## config.mk

```make
export PLATFORM = sky130hd
export DESIGN_NAME = decode_regfile_v2
export DESIGN_NICKNAME = d
export VERILOG_FILES = /design/src/rtl/decode_regfile_v2.sv
export SDC_FILE = /design/constraint.sdc
export NUM_CORES = 2
export LEC_CHECK = 0
export BUFFER_PORTS_ARGS = -buffer_cell sky130_fd_sc_hd__buf_2
export CAP_MARGIN = 10
export CORE_MARGIN = 5
export CORE_UTILIZATION = 31
export DETAILED_ROUTE_END_ITERATION = 8
export GPL_ROUTABILITY_DRIVEN = 0
export SLEW_MARGIN = 20
export SYNTH_ARGS = -nofsm -noshare
export SYNTH_HDL_FRONTEND = slang
export SYNTH_SLANG_ARGS = --single-unit
export TNS_END_PERCENT = 30
```

## constraint.sdc

```tcl
create_clock -name clk -period 57.6 [get_ports clk]
set_input_delay 14.4 -clock clk [delete_from_list [all_inputs] [get_ports clk]]
set_output_delay 14.4 -clock clk [all_outputs]
set_load 0.005 [all_outputs]
```

## src/rtl/decode_regfile_v2.sv

```systemverilog
`default_nettype none
// ============================================================================
// Module   : decode_regfile_v2
// Purpose  : Decode stage of the core. Holds the architectural register file,
//            splits the 32-bit instruction into its fields, reads two source
//            operands (with same-edge write-back bypass) and registers the
//            result into a single-entry decode/execute pipeline register with
//            a valid/ready handshake and flush.
// Ports    : clk, rst          - clock, asynchronous active-high reset
//            in_valid/in_ready - fetch-side handshake
//            instruction       - [31:25] opcode [24:20] dst [19:15] src1
//                                [14:10] src2 [9:0] offsetlo
//            flush             - drop pipeline register contents
//            WB/WB_add/datain  - register-file write-back port
//            out_valid/out_ready - execute-side handshake
//            opcode, dst, src1_reg, src2_reg, offsetlo - registered fields
//            src1, src2        - registered operands
// Revision : 2.0 - handshake, flush, bypass, zero register, src2 reporting
// ============================================================================
module decode_regfile_v2 #(
  parameter int DATA_W   = 32,
  parameter int NREGS    = 32,
  parameter int ZERO_REG = 0,
  localparam int AW      = $clog2(NREGS)
) (
  input  logic              clk,
  input  logic              rst,
  input  logic              in_valid,
  output logic              in_ready,
  input  logic [31:0]       instruction,
  input  logic              flush,
  input  logic              WB,
  input  logic [AW-1:0]     WB_add,
  input  logic [DATA_W-1:0] datain,
  output logic              out_valid,
  input  logic              out_ready,
  output logic [6:0]        opcode,
  output logic [4:0]        dst,
  output logic [4:0]        src1_reg,
  output logic [4:0]        src2_reg,
  output logic [DATA_W-1:0] src1,
  output logic [DATA_W-1:0] src2,
  output logic [9:0]        offsetlo
);

  logic [DATA_W-1:0] rf_q [NREGS];

  logic              out_valid_q, out_valid_d;
  logic [31:0]       instr_q;
  logic [DATA_W-1:0] src1_q, src2_q;

  logic [AW-1:0]     rd1_idx, rd2_idx;
  logic [DATA_W-1:0] rd1_data, rd2_data;
  logic              wb_en;
  logic              accept;

  // Only the low AW bits of each source field address the file; the full
  // 5-bit field is still reported through src*_reg.
  assign rd1_idx = instruction[15 +: AW];
  assign rd2_idx = instruction[10 +: AW];

  // Writes to the hard-wired zero register are dropped.
  assign wb_en = WB && !((ZERO_REG != 0) && (WB_add == '0));

  // Read ports: zero register first, then same-edge write-back bypass, then
  // the stored value.
  always_comb begin
    if ((ZERO_REG != 0) && (rd1_idx == '0)) begin
      rd1_data = '0;
    end else if (WB && (WB_add == rd1_idx)) begin
      rd1_data = datain;
    end else begin
      rd1_data = rf_q[rd1_idx];
    end
  end

  always_comb begin
    if ((ZERO_REG != 0) && (rd2_idx == '0)) begin
      rd2_data = '0;
    end else if (WB && (WB_add == rd2_idx)) begin
      rd2_data = datain;
    end else begin
      rd2_data = rf_q[rd2_idx];
    end
  end

  // Skid-less single-entry register: accept whenever it is empty or being
  // drained this cycle. Flush suppresses the accept but not in_ready.
  assign in_ready = !out_valid_q || out_ready;
  assign accept   = in_valid && in_ready && !flush;

  always_comb begin
    out_valid_d = out_valid_q;
    if (flush) begin
      out_valid_d = 1'b0;
    end else if (accept) begin
      out_valid_d = 1'b1;
    end else if (out_valid_q && out_ready) begin
      out_valid_d = 1'b0;
    end
  end

  always_ff @(posedge clk or posedge rst) begin
    if (rst) begin
      for (int i = 0; i < NREGS; i++) begin
        rf_q[i] <= '0;
      end
      out_valid_q <= 1'b0;
      instr_q     <= '0;
      src1_q      <= '0;
      src2_q      <= '0;
    end else begin
      if (wb_en) begin
        rf_q[WB_add] <= datain;
      end
      out_valid_q <= out_valid_d;
      // Operands are captured only on accept, so a held bundle keeps its
      // operands even if the source registers are written meanwhile.
      if (accept) begin
        instr_q <= instruction;
        src1_q  <= rd1_data;
        src2_q  <= rd2_data;
      end
    end
  end

  assign out_valid = out_valid_q;
  assign opcode    = instr_q[31:25];
  assign dst       = instr_q[24:20];
  assign src1_reg  = instr_q[19:15];
  assign src2_reg  = instr_q[14:10];
  assign offsetlo  = instr_q[9:0];
  assign src1      = src1_q;
  assign src2      = src2_q;

endmodule
`default_nettype wire

```

# Word-level counts from Yosys, hierarchy flattened
# Index checks and enable logic that the tools add are counted.
[op_classes] magnitude_cmp=4 eq_ne=2 muxes=14 n_bitwise=3 n_reduce_logical=10
[op_table] operator="$bwmux 1024" count=1
[op_table] operator="$bmux 32 s5" count=2
[op_table] operator="$mux 32" count=7
[op_table] operator="$demux 32 s5" count=1
[op_table] operator="$ge 6x6->1 const B" count=3
[op_table] operator="$not 5->6" count=3
[op_table] operator="$eq 5x5->1" count=2
[op_table] operator="$logic_and 1x1->1" count=6
[op_table] operator="$lt 6x1->1 const B" count=1
[op_table] operator="$mux 1" count=3
[op_table] operator="$reduce_bool 3->1" count=1
[op_table] operator="$logic_not 1->1" count=2
[op_table] operator="$logic_or 1x1->1" count=1
[totals] regBits=1121 in_bits=75 output_inout_bits=98

# Longest topological paths before layout
[logic_depth] word_depth=6 mapped_depth=10

# Least setup slack after synthesis
# No wires, ideal clock.
[synth_timing] path_kind="input to output" from="input port out_ready" to="output port in_ready" arrival_time_ns=14.557 t_required_ns=43.200 path_slack_ns=28.643 stages=1 cell_sequence="nand2b_1"
[synth_via] elab_chain_len=1
[synth_rtl] item="start, declared" line_no="36" source="input logic out_ready,"
[synth_rtl] item="$logic_or 1x1->1" line_no="89" source="assign in_ready = !out_valid_q || out_ready;"
[synth_rtl] item="end, declared" line_no="29" source="output logic in_ready,"
# Every way passes these cells.

# Final worst setup path
# Ends and elaborated chain as after synthesis.

==> impl_metrics.ini <==
[sta]
fmax_mhz = 34.2
final_max_slew_viol_count = 0
tns_ns = 0
fin_crit_sh_pct = 50.7
fin_crit_ns = 29.21
final_hold_viol_count = 0
fin_skew_ns = 0.0262
rsz0062_at_grt = false
max-slew-margin-rel_pct = 19.6
setup_violations = 0
worstMarginPinSlew_ns = 1.18

[clock_network]
cts_num_sinks = 1121
cts_buffer_depth = 3
postCtsHoldBufs = 0
cts-resized-gates = 0
h-tree-depth = 3
path_clk_slew_ns = 0.06
cts_setup_buffers = 0
cts_tree = yes
clk_latency_ns = 0.73
cts_root_buffer = clkbuf_16
cts_inserted_buffers = 115

[worst_setup_path]
rr_startpoint = out_valid$_DFFE_PP0P_
crit_path_start_kind = primary input
critPathKind = primary input to output port
cpMostUsedCell = buf_2
cp-end-kind = output port
path_cells = buf_2 > nand2b_1 > buf_2
cp_slowest_stage_delay_ns = 0.17
cp.arrival_ns = 14.81
rrSetupSlack_ns = 54.71
cp-startpoint = out_ready
path_max_fanout = 3
r2r_cells = 7
r2r-end = src1[21]$_DFFE_PP0P_
slowest_stage = nand2b_1
critPathRequiredTime_ns = 43.20
cp-endpoint = in_ready

[route]
remaining_drc_errors = 0
drt-pass1-iter-count = 5
vias = 34900
drtIter0Drc = 3134
routed_wl_mm = 181
wl_per_cell_um = 29.4
postRouteAntennaNets = 0
routed_via_density = 5.70

[yosys]
yosys.area.top_type_share_pct = 48.7
ys.warnings.count = 0
yosys.area.top_type = dfrtp_1
synthesis.nets = 3637
yosysSeqAreaShare_pct = 48.7
synth_edf_count = 0
synth_area_mm2 = 0.0576
ys.flop_type = dfrtp_1
synthDistinctLibCells = 49
synth.avg_cell_area_um2 = 16.2
synth_area_leaders = dfrtp_1 49%, mux4_2 22%, mux2_2 21%
synth-seq-cells = 1121
syn_inst = 3562
synthArstFlopShare_pct = 100

[die]
initial_core_util_pct = 31.1
ios = 173
design.die.area_mm2 = 0.194
coreArea_mm2 = 0.185
fp-row-count = 158
die_w_um = 441
die_h_um = 441

[finish]
drive_gt1_share_pct = 58.5
post-route-util_pct = 35.0
fillCellCount = 17600
area_growth_pct = 12.6
regMostFlops = rf_q
largest_reg_flops = 1024
instances_no_fill = 6136
fin_nets = 3637

[power]
ir_drop_uv = 25.1
intPower_uw = 1680
p_per_area_mw_per_mm2 = 35.3
switching_share_pct = 26.5
seq_power_share_pct = 45.8
p_leak_uw = 0.0273
power_frac_comb_pct = 19.6
p_sw_uw = 606
clock_power_share_pct = 34.5

[run_status]
outcome = finished, final reports clean

[placed_design]
portBuffers = 172
dp_hpwl_mm = 98.0
dpl.cell_count = 5925

[global_routing]
grt_max_degree = 172
antenna_found_initial = 2
grt_first_pass_wirelength_mm = 264
grt_pass1_vias = 36800
gr-total-overflow = 0
grt_usage_pct = 18.4

[hold_path]
worstHoldPathType = register to register
whs_path_depth = 2

[flow_run]
maxCapViolations = 0
==> kinds of logic after synthesis <==
kind of cell	after synthesis	synth area share, %
XOR/XNOR	10	0.152
AND/OR/NAND/NOR	88	0.745
AO/OA/AOI/OAI	255	3.43
flip-flops	1121	48.7
multiplexers	1653	43.5
buffers and inverters	435	3.43
==> cell usage in the layout (no fill, tap or decap), types with 20 or more instances in the layout <==
cell / count
a221o_1: 48
a22oi_1: 29
buf_2: 164
mux4_2: 575
clkbuf_16: 117
a2111oi_0: 39
buf_4: 91
dfrtp_1: 1121
mux2i_1: 24
clkbuf_8: 29
clkinv_2: 25
mux2_2: 1054
clkinv_1: 31
o22ai_1: 96
inv_1: 20
==> area by class of cell <==
| class | count | area, µm² | area share [%] |
|---|---|---|---|
| diodes | 1 | 2.50 | 0.00386 |
| clock buffers | 162 | 3390 | 5.23 |
| clock inverters | 48 | 594 | 0.917 |
| inverters | 53 | 206 | 0.319 |
| multi-input cells | 2006 | 27800 | 42.9 |
| flip-flops and latches | 1121 | 28100 | 43.3 |
| well taps | 2480 | 3100 | 4.79 |
| repair buffers | 265 | 1680 | 2.60 |
==> metrics by stage <==
| step | area [µm²] | setup slack, ns | hold slack, ns | power [µW] |
|---|---|---|---|---|
| CTS | 64800 | 28.40 | 0.484 | 2310 |
| finish | 64800 | 28.39 | 0.488 | 2290 |
| global placement | 60800 | 28.39 | 0.468 | 1490 |
| detailed placement | 60800 | 28.40 | 0.470 | 1510 |
| global route | 64800 | 28.37 | 0.509 | 2390 |
| floorplan | 57600 | 11.63 | 0.473 | 1380 |
==> Yosys cell counts (6+ instances only) <==
cell and instances:
a2111oi_0 48, a221o_1 48, a221oi_1 11, a22oi_1 29, buf_1 57, buf_2 52, buf_4 26, buf_6 20
clkbuf_1 225, clkinv_1 31, dfrtp_1 1121, inv_1 21, mux2_2 1054, mux2i_1 24, mux4_2 575, nand2_1 35
nand3b_1 10, nor2_1 20, o21ai_0 7, o22ai_1 96, xnor2_1 6
==> worst min path at each step <==
stage	from	endpoint	slack, ns
floorplan	instr_q[11]$_DFFE_PP0P_	instr_q[11]$_DFFE_PP0P_	0.47
global placement	instr_q[14]$_DFFE_PP0P_	instr_q[14]$_DFFE_PP0P_	0.47
detailed placement	instr_q[14]$_DFFE_PP0P_	instr_q[14]$_DFFE_PP0P_	0.47
CTS	instr_q[14]$_DFFE_PP0P_	instr_q[14]$_DFFE_PP0P_	0.48
global route	instr_q[30]$_DFFE_PP0P_	instr_q[30]$_DFFE_PP0P_	0.51
finish	instr_q[14]$_DFFE_PP0P_	instr_q[14]$_DFFE_PP0P_	0.49
==> power by group through the flow <==
stage	logic (µW)	clock network, µW	registers (µW)
after floorplan	354	0	1030
after global placement	443	0	1050
after detailed placement	452	0	1060
after CTS	454	807	1050
after global routing	482	838	1070
final	449	791	1050
==> per-layer routing <==
metal | vias up | global-route usage (%) | wire length (µm) | part of all wire, %
li1 | 14100 | - | - | -
met1 | 19400 | 23.0 | 71400 | 40
met2 | 1163 | 32.3 | 92600 | 51
met3 | 317 | 2.89 | 9560 | 5.3
met4 | 0 | 6.53 | 7010 | 3.9
met5 | - | 0 | 0 | 0
==> critical path, delay by kind of cell <==
family                 cells  cell delay [ns]
buffers and inverters      2             0.24
AND/OR/NAND/NOR            1             0.17
(Power assumes the default switching activity.)
